### src/rtl/armcsr11.sv
// armcsr11: Unibus CSR slave whose PDP-visible registers are mirrored to an ARM core; PDP writes are logged in a FIFO for the ARM.
// Latency: ssyn_out_h and d_out_h are registered and assert one clock after a matching MSYN; armrdata is combinational.
// Backpressure: the Unibus slave stalls (no SSYN) while init_in_h or armwrite is high; a full FIFO drops pushes and sets overflow.
// Ports: CLOCK/RESET (async active-high); ARM side armwrite/armwaddr/armwdata/armraddr/armrdata/armintrq;
//        PDP interrupt intreq/irvec/intgnt/igvec; Unibus a_in_h/c_in_h/d_in_h/init_in_h/msyn_in_h -> d_out_h/ssyn_out_h.
module armcsr11 #(
    parameter logic [17:0]        ADDR     = 18'o774400,
    parameter logic [7:0]         INTVEC   = 8'o300,
    parameter int                 NREG     = 4,
    parameter logic [NREG*16-1:0] WRMASK   = '1,
    parameter int                 FIFOLOG2 = 3,
    parameter logic [15:0]        IDENT    = 16'h4143
) (
    input  logic        CLOCK,
    input  logic        RESET,
    input  logic        armwrite,
    input  logic [3:0]  armraddr,
    input  logic [3:0]  armwaddr,
    input  logic [31:0] armwdata,
    output logic [31:0] armrdata,
    output logic        armintrq,
    output logic        intreq,
    output logic [7:0]  irvec,
    input  logic        intgnt,
    input  logic [7:0]  igvec,
    input  logic [17:0] a_in_h,
    input  logic [1:0]  c_in_h,
    input  logic [15:0] d_in_h,
    input  logic        init_in_h,
    input  logic        msyn_in_h,
    output logic [15:0] d_out_h,
    output logic        ssyn_out_h
);
    localparam int              LG       = $clog2(NREG);
    localparam int              DEPTH    = 1 << FIFOLOG2;
    localparam logic [11:0]     VERSION  = 12'h011;
    localparam logic [4:0]      NREG5    = 5'(NREG);
    localparam logic [FIFOLOG2:0] CNT_FULL = {1'b1, {FIFOLOG2{1'b0}}};

    logic                enable, initflag, overflow, intpend, init_d;
    logic [15:0]         regs     [NREG];
    // FIFO entry: {regidx[2:0], writehi, writelo, data[15:0]}
    logic [20:0]         fifo_mem [DEPTH];
    logic [FIFOLOG2-1:0] wr_ptr, rd_ptr;
    logic [FIFOLOG2:0]   count, count_nxt;

    // Unibus decode
    logic          match, ub_go, ub_wr, ub_rd, writehi, writelo, full, push_ok, pop, ovf_set;
    logic [LG-1:0] ub_idx;
    logic [15:0]   ub_mask;

    assign match   = enable && ((a_in_h >> (LG + 1)) == (ADDR >> (LG + 1)));
    assign ub_idx  = a_in_h[LG:1];
    assign writehi = ~c_in_h[0] | a_in_h[0];
    assign writelo = ~c_in_h[0] | ~a_in_h[0];
    assign ub_mask = {{8{writehi}}, {8{writelo}}} & WRMASK[16*ub_idx +: 16];
    // ssyn_out_h already high means this MSYN was serviced; wait for MSYN to drop
    assign ub_go   = !init_in_h && !armwrite && msyn_in_h && match && !ssyn_out_h;
    assign ub_wr   = ub_go && c_in_h[1];
    assign ub_rd   = ub_go && !c_in_h[1];

    // ARM write decode
    logic          arm_wr, arm_reg_wr;
    logic [3:0]    wr_off, rd_off;
    assign arm_wr     = armwrite && !init_in_h;
    assign wr_off     = armwaddr - 4'd4;
    assign arm_reg_wr = arm_wr && (armwaddr >= 4'd4) && ({1'b0, wr_off} < NREG5);

    // FIFO control
    assign full    = (count == CNT_FULL);
    assign pop     = arm_wr && (armwaddr == 4'd3) && (count != '0);
    assign push_ok = ub_wr && (!full || pop);
    assign ovf_set = ub_wr && full && !pop;

    always_comb begin
        count_nxt = count;
        case ({push_ok, pop})
            2'b10:   count_nxt = count + 1'b1;
            2'b01:   count_nxt = count - 1'b1;
            default: count_nxt = count;
        endcase
    end

    // ARM read map
    assign rd_off = armraddr - 4'd4;
    always_comb begin
        armrdata = '0;
        case (armraddr)
            4'd0: armrdata = {IDENT, 4'(LG - 1), VERSION};
            4'd1: armrdata = {enable, initflag, overflow, intpend, 7'b0, 5'(count), 8'b0, INTVEC};
            4'd2: if (count != '0)
                      armrdata = {1'b1, 8'b0, fifo_mem[rd_ptr][20:16], 2'b0, fifo_mem[rd_ptr][15:0]};
            default:
                if ((armraddr >= 4'd4) && ({1'b0, rd_off} < NREG5))
                    armrdata = {16'b0, regs[rd_off[LG-1:0]]};
        endcase
    end

    assign armintrq = (count != '0) | initflag;
    assign intreq   = intpend;
    assign irvec    = INTVEC;

    always_ff @(posedge CLOCK or posedge RESET) begin
        if (RESET) begin
            enable     <= 1'b0;
            initflag   <= 1'b0;
            overflow   <= 1'b0;
            intpend    <= 1'b0;
            init_d     <= 1'b0;
            wr_ptr     <= '0;
            rd_ptr     <= '0;
            count      <= '0;
            d_out_h    <= '0;
            ssyn_out_h <= 1'b0;
            for (int i = 0; i < NREG; i++) regs[i] <= '0;
            for (int i = 0; i < DEPTH; i++) fifo_mem[i] <= '0;
        end else begin
            init_d <= init_in_h;
            if (init_in_h) begin
                for (int i = 0; i < NREG; i++) regs[i] <= '0;
                wr_ptr     <= '0;
                rd_ptr     <= '0;
                count      <= '0;
                overflow   <= 1'b0;
                intpend    <= 1'b0;
                d_out_h    <= '0;
                ssyn_out_h <= 1'b0;
            end else begin
                if (arm_wr && (armwaddr == 4'd1)) begin
                    enable <= armwdata[31];
                    if (armwdata[30]) initflag <= 1'b0;
                    if (armwdata[29]) overflow <= 1'b0;
                end
                // falling edge of init: set after any clear so it is never lost
                if (init_d) initflag <= 1'b1;

                // ARM set wins over a simultaneous matching grant
                if (arm_wr && (armwaddr == 4'd1) && armwdata[28])
                    intpend <= 1'b1;
                else if (intgnt && (igvec == INTVEC))
                    intpend <= 1'b0;

                if (arm_reg_wr)
                    regs[wr_off[LG-1:0]] <= (regs[wr_off[LG-1:0]] & ~armwdata[31:16])
                                          | (armwdata[15:0] & armwdata[31:16]);
                if (ub_wr)
                    regs[ub_idx] <= (regs[ub_idx] & ~ub_mask) | (d_in_h & ub_mask);

                if (push_ok) begin
                    fifo_mem[wr_ptr] <= {3'(ub_idx), writehi, writelo, d_in_h};
                    wr_ptr           <= wr_ptr + 1'b1;
                end
                if (pop) rd_ptr <= rd_ptr + 1'b1;
                count <= count_nxt;
                if (ovf_set) overflow <= 1'b1;

                if (!msyn_in_h) begin
                    ssyn_out_h <= 1'b0;
                    d_out_h    <= '0;
                end else if (ub_go) begin
                    ssyn_out_h <= 1'b1;
                    if (ub_rd) d_out_h <= regs[ub_idx];
                end
            end
        end
    end
endmodule

### config.mk
export PLATFORM = sky130hd
export DESIGN_NAME = armcsr11
export DESIGN_NICKNAME = d
export VERILOG_FILES = /design/src/rtl/armcsr11.sv
export SDC_FILE = /design/constraint.sdc
export NUM_CORES = 1
export LEC_CHECK = 0
export BUFFER_PORTS_ARGS = -buffer_cell sky130_fd_sc_hd__buf_2
export CAP_MARGIN = 20
export CELL_PAD_IN_SITES_DETAIL_PLACEMENT = 2
export CELL_PAD_IN_SITES_GLOBAL_PLACEMENT = 2
export CORE_ASPECT_RATIO = 1.2
export CORE_MARGIN = 5
export CORE_UTILIZATION = 43
export DETAILED_ROUTE_END_ITERATION = 12
export GPL_TIMING_DRIVEN = 1
export PLACE_DENSITY = 0.95
export SLEW_MARGIN = 20
export SYNTH_ARGS = -nofsm -noshare
export SYNTH_HDL_FRONTEND = slang
export SYNTH_SLANG_ARGS = --single-unit
### constraint.sdc
create_clock -name CLOCK -period 11.5 [get_ports CLOCK]
set_input_delay 0 -clock CLOCK [delete_from_list [all_inputs] [get_ports CLOCK]]
set_output_delay 0 -clock CLOCK [all_outputs]
set_load 0.1 [all_outputs]
==> results.json, run 1 <==
{
  "outcome": "finished, final reports clean",
  "finalWirelength_um": 59400,
  "setup_viol": 0,
  "vias": 11600,
  "clock_latency_ns": 0.56,
  "layout.nets": 1349,
  "cp-end-kind": "flip-flop",
  "worst_pin_slew_ns": 1.23,
  "io_pins": 149,
  "critPathMaxFanout": 16,
  "overflow": 0,
  "syn_inst": 1141,
  "synth_top_area_share_pct": 46.5,
  "synth_area_leaders": "dfrtp_1 46%, mux4_2 14%, mux2_2 13%",
  "synth_common_cells": "256 x dfrtp_1, 176 x nand2_1, 160 x mux2_2, 83 x mux4_2, 65 x o21ai_0",
  "drc": 0,
  "io_buffer_count": 136,
  "start_util_pct": 43.7,
  "p_leak_nw": 7.20,
  "ff_latch_area_mm2": 0.00641,
  "drive_above_1_share_pct": 35.6,
  "syn_area_per_cell_um2": 12.1,
  "syn2layout_area_growth_pct": 15.0,
  "drt_pass1_iterations": 6,
  "rows": 71,
  "ctsLongestPathBuffers": 3,
  "slew_viol_final": 0,
  "grt_pass1_wl_um": 88700,
  "crit_type": "input pin to flip-flop",
  "cts_tree": "done",
  "min_path_type": "input pin to flip-flop",
  "cp_slowest_stage_delay_ns": 1.08,
  "coreArea_mm2": 0.0315,
  "postCtsResizedCells": 0,
  "die_w_um": 173,
  "finalHoldViolCount": 0,
  "grt_max_degree": 115,
  "fmax_ghz": 0.283,
  "avgViaCountPerCell": 6.91,
  "post-cts-setup-buffers": 0,
  "fp.dieArea_mm2": 0.0357,
  "setup_tns_ns": 0,
  "hold_buffers": 29,
  "synth_seq_cells": 256,
  "grt_util_met3_pct": 6.02,
  "power_density_mw_per_mm2": 126,
  "synth-seq-area-share_pct": 46.5,
  "synth-edff-count": 0,
  "grt_util_met1_pct": 37.2,
  "yosysMostFrequentCell": "dfrtp_1",
  "irDropWorstVdd_mv": 0.0931,
  "synth_area_mm2": 0.0138,
  "grt_usage_pct": 32.7,
  "multi_input_area_mm2": 0.00680,
  "rsz0062_at_grt": "no",
  "fin_crit_ns": 3.53,
  "drv_cap": 0,
  "timing.final.crit_share_pct": 30.7,
  "die_h_um": 206,
  "grtUsageMet2_pct": 57.9,
  "clk_pin_slew_worst_paths_ns": 0.07,
  "ys_warn_count": 0,
  "grt_pass1_vias": 13000,
  "cts_max_level": 1,
  "cts_sinks": 256,
  "cts_made_buffers": 27,
  "yosysUniqueCellTypes": 53,
  "routedWlPerCell_um": 35.4,
  "fill_cells": 3055,
  "slowest_stage": "nor4b_1",
  "max-slew-margin-rel_pct": 17.1,
  "instances_no_fill": 1678,
  "synth_area_leader_cell": "dfrtp_1",
  "worstSetupStartpointType": "input pin",
  "cts_root_buf": "clkbuf_16",
  "path_cells": "dlygate4sd3_1, buf_2, nor4b_1, and3_1, ha_1, o2111a_1, a311oi_1, or4b_1, o311ai_0",
  "antenna_found_initial": 1,
  "synth-main-ff-cell": "dfrtp_1",
  "dp.cells": 1598,
  "ys_async_sr_fraction_pct": 100,
  "cp.arrival_ns": 3.92,
  "post-dp-hpwl_um": 33800,
  "cp.required_ns": 11.89,
  "drtIter0Drc": 1128,
  "gp_congestion": 0.820,
  "detail-route-antenna-nets": 0,
  "top_usage_layer": "met2",
  "finClkSkew_ns": 0.0222
}
## cell type report
| type | count | share of cell area (%) |
|---|---|---|
| inverter | 20 | 0.521 |
| clock inverter | 11 | 0.679 |
| tap | 401 | 3.16 |
| clock buffer | 38 | 5.03 |
| timing repair buffer | 188 | 7.24 |
| antenna | 2 | 0.0316 |
| multi-input combinational | 762 | 42.9 |
| sequential | 256 | 40.4 |
## per-layer routing
metal	vias to the layer above	part of all wire [%]	wire [µm]
met4	0	7.1	4240
met2	734	50	30000
li1	4481	-	-
met1	6078	35	21100
met3	305	6.9	4100
met5	-	0	0
## cell usage in the layout (no fill, tap or decap), types with 11 or more instances in the layout
master	instances
inv_1	18
conb_1	12
nor2_1	11
o2111ai_1	59
a21oi_1	26
mux2_2	160
mux2i_1	45
nand2_1	176
buf_4	22
o21ai_0	65
clkbuf_16	27
mux4_2	83
buf_2	136
dlygate4sd3_1	29
dfrtp_1	255
o22ai_1	16
## final timing paths
| path | slack (ns) | cells past startpoint | from | endpoint |
|---|---|---|---|---|
| hold reg to reg | 0.50 | 1 | init_d$_DFF_PP0_ | initflag$_DFFE_PP0P_ |
| min in group asynchronous | 0.18 | 3 | RESET | fifo_mem[92]$_DFFE_PP0P_ |
| max in group asynchronous | 9.74 | 4 | RESET | rd_ptr[0]$_DFFE_PP0P_ |
| setup / recovery | 7.97 | 9 | init_in_h | count[3]$_DFFE_PP0P_ |
| setup reg to reg | 8.34 | 6 | enable$_DFFE_PP0P_ | fifo_mem[159]$_DFFE_PP0P_ |
| hold / removal | 0.02 | 5 | armwdata[2] | regs[18]$_DFF_PP0_ |
## where the power goes
| group | internal (W) | switching (W) |
|---|---|---|
| clock network | 0.000526 | 0.000403 |
| logic | 0.0000412 | 0.000122 |
| registers | 0.000904 | 0.00000558 |
| total | 0.00147 | 0.000530 |
## registers in the layout, summed over array words and instances, names as in the netlist
register,cells
ssyn_out_h,1
enable,1
regs,64
count,4
init_d,1
intreq,1
initflag,1
wr_ptr,3
rd_ptr,3
fifo_mem,160
overflow,1
d_out_h,16
## cell families (layout without fill, tap and decap cells)
| group | after synthesis | after routing | synth area share, % |
|---|---|---|---|
| compound gates | 192 | 192 | 9.27 |
| xor+xnor | 4 | 4 | 0.254 |
| fa+ha+maj | 4 | 4 | 0.363 |
| buf+inv | 133 | 257 | 4.45 |
| flops | 256 | 256 | 46.5 |
| mux | 292 | 292 | 30.2 |
| other cells | 2 | 14 | 0.0545 |
| simple gates | 258 | 258 | 8.89 |
## through the flow
step / power (W) / utilization [%] / cell area, µm² / hold slack, ns / setup WS (ns)
final: 0.00200 / 50.3 / 15900 / 0.0168 / 7.97
after detailed placement: 0.00107 / 46.5 / 14600 / 0.224 / 8.56
after CTS: 0.00199 / 50.2 / 15800 / 0.00514 / 8.20
after global placement: 0.00106 / 46.5 / 14600 / 0.197 / 8.79
after floorplan: 0.00102 / - / 13800 / 0.0314 / 4.46
after global routing: 0.00205 / 50.3 / 15900 / 0.0488 / 7.92
## worst max-delay path, delay by kind of cell
family	cells	cell delay [ns]
simple gates	3	1.98
buf+inv	2	0.79
compound gates	3	0.74
fa+ha+maj	1	0.39
(Power assumes the default switching activity.)
==> run 2: changes to the inputs <==
--- a/config.mk
+++ b/config.mk
@@ -11,10 +11,10 @@
 export CELL_PAD_IN_SITES_GLOBAL_PLACEMENT = 2
 export CORE_ASPECT_RATIO = 1.2
 export CORE_MARGIN = 5
-export CORE_UTILIZATION = 43
+export CORE_UTILIZATION = 40
 export DETAILED_ROUTE_END_ITERATION = 12
 export GPL_TIMING_DRIVEN = 1
-export PLACE_DENSITY = 0.95
+export PLACE_DENSITY = 0.9
 export SLEW_MARGIN = 20
 export SYNTH_ARGS = -nofsm -noshare
 export SYNTH_HDL_FRONTEND = slang
==> constraint.sdc (replaced) <==
create_clock -name CLOCK -period 3.4 [get_ports CLOCK]
set_input_delay 0 -clock CLOCK [delete_from_list [all_inputs] [get_ports CLOCK]]
set_output_delay 0 -clock CLOCK [all_outputs]
set_load 0.1 [all_outputs]
==> results.json, run 2 (synthesis results as in run 1) <==
{
  "outcome": "finished, final reports clean",
  "post-dp-hpwl_um": 32700,
  "overflow": 0,
  "cts_sinks": 256,
  "cts_root_buf": "clkbuf_16",
  "setup_viol": 0,
  "grt_util_met3_pct": 5.18,
  "detail-route-antenna-nets": 0,
  "p_leak_nw": 7.35,
  "fin_hold_ws_ns": 0.0237,
  "avgViaCountPerCell": 6.26,
  "grtUsageMet2_pct": 50.7,
  "critPathMaxFanout": 13,
  "top_usage_layer": "met2",
  "reg_top3": "fifo_mem: 160 flops, regs: 64 flops, d_out_h: 16 flops",
  "drt_pass1_iterations": 5,
  "syn2layout_area_growth_pct": 18.1,
  "worstReg2RegEnd": "count[3]$_DFFE_PP0P_",
  "setup_tns_ns": 0,
  "path_cells": "or4_1, and3_1, ha_1, o2111a_1, a311oi_1, or4b_1, o311ai_0",
  "cp-startpoint": "count[0]$_DFFE_PP0P_",
  "finalWirelength_um": 54000,
  "start_util_pct": 40.4,
  "cp.arrival_ns": 3.60,
  "num_antenna_cells": 0,
  "vias": 11000,
  "netSwitchingPower_w": 0.00178,
  "endpoint": "count[3]$_DFFE_PP0P_",
  "final_cell_mix": "255 x dfrtp_1, 176 x nand2_1, 160 x mux2_2, 136 x buf_2, 83 x mux4_2",
  "worstSetupStartpointType": "flip-flop",
  "worstRegToRegCells": 7,
  "cp_num_cells": 7,
  "max-slew-margin-rel_pct": 32.7,
  "pwr-share-seq_pct": 43.6,
  "rsz0062_at_grt": "no",
  "grt_pass1_wl_um": 82200,
  "swShare_pct": 25.3,
  "cts_max_level": 1,
  "fmax_ghz": 0.312,
  "irDropWorstVdd_mv": 0.348,
  "io_buffer_count": 136,
  "final_common_cell": "dfrtp_1",
  "fp.dieArea_mm2": 0.0383,
  "internal-power_w": 0.00526,
  "power_density_mw_per_mm2": 432,
  "clk_pin_slew_worst_paths_ns": 0.06,
  "antenna_found_initial": 2,
  "largest_reg_flops": 160,
  "rows": 74,
  "timing.final.crit_share_pct": 94.2,
  "die_h_um": 213,
  "cp.required_ns": 3.80,
  "finalHoldViolCount": 0,
  "drc": 0,
  "cpLargestDelayFamily": "simple AND/OR/NAND/NOR gates",
  "clock_latency_ns": 0.57,
  "final_core_util_pct": 47.8,
  "finClkSkew_ns": 0.0111,
  "grt_util_met1_pct": 32.3,
  "largest_register": "fifo_mem",
  "cp-end-kind": "flip-flop",
  "postCtsResizedCells": 0,
  "worst_pin_slew_ns": 1.01,
  "drtIter0Drc": 859,
  "rrSetupSlack_ns": 0.20,
  "gp_congestion": 0.813,
  "path_buf_inv": 0,
  "die_w_um": 179,
  "min_path_type": "input pin to flip-flop",
  "cts_tree": "done",
  "p_clk_share_pct": 48.3,
  "drv_cap": 0,
  "regToRegStartpoint": "count[0]$_DFFE_PP0P_",
  "grt_pass1_vias": 12500,
  "layout.nets": 1375,
  "power_frac_comb_pct": 8.1,
  "crit_type": "flip-flop to flip-flop",
  "io_pins": 149,
  "slew_viol_final": 0,
  "coreArea_mm2": 0.0341,
  "cp_slowest_stage_delay_ns": 0.65,
  "grt_max_degree": 131,
  "grt_usage_pct": 27.9,
  "routedWlPerCell_um": 30.7,
  "ctsLongestPathBuffers": 3,
  "cts_made_buffers": 28,
  "fin_crit_ns": 3.20,
  "slowest_stage": "or4_1",
  "drive_above_1_share_pct": 35.3
}
[run 2: repair_timing]
action	in CTS	in global routing
hold buffers	48	0
endpoints found under the hold margin	422	0
buffers inserted	0	0
[run 2: per-stage QoR]
step                power [W]  worst slack, ns  instance area, µm²  std cells
floorplan             0.00344           0.0284               13800       1151
global placement      0.00361            0.730               14800       1659
detailed placement    0.00364            0.558               14800       1659
CTS                   0.00707            0.269               16300       1759
global route          0.00726            0.142               16300       1759
finish                0.00704            0.198               16300       1759
[run 2: worst min path at each step]
stage / start / endpoint / slack, ns / depth (start not counted)
floorplan: init_in_h / init_d$_DFF_PP0_ / 0.03 / 0
global placement: RESET / fifo_mem[127]$_DFFE_PP0P_ / -0.03 / 2
finish: armwdata[27] / regs[27]$_DFF_PP0_ / 0.02 / 5
detailed placement: RESET / fifo_mem[127]$_DFFE_PP0P_ / -0.04 / 2
CTS: armwdata[27] / regs[43]$_DFF_PP0_ / 0.0007 / 5
global route: armwdata[1] / regs[49]$_DFF_PP0_ / 0.05 / 5
[run 2: layout make-up]
class	count	area [µm²]
inverters	20	78.8
clock inverters	12	185
multi-input cells	762	6800
flip-flops and latches	256	6410
repair buffers	213	1420
fillers	3410	17800
well taps	456	571
clock buffers	40	817
[run 2: power by group through the flow]
stage	clock network [W]	registers (W)	logic [W]
final	0.00340	0.00307	0.000567
after global routing	0.00358	0.00307	0.000600
after CTS	0.00344	0.00307	0.000560
after detailed placement	0	0.00313	0.000509
after global placement	0	0.00312	0.000488
after floorplan	0	0.00313	0.000318
[run 2: worst min-delay path: stages]
cell and delay, ns:
buf_2 0.10, mux2i_1 0.15, nand2_1 0.11, o2111ai_1 0.10, o21ai_0 0.08
[run 2: metal layers]
layer | part of all wire, % | up-vias | wire (µm)
met1 | 37 | 5888 | 20100
met4 | 4.8 | 4 | 2570
li1 | - | 4536 | -
met3 | 5.4 | 155 | 2920
met2 | 53 | 428 | 28400
met5 | 0.043 | - | 23
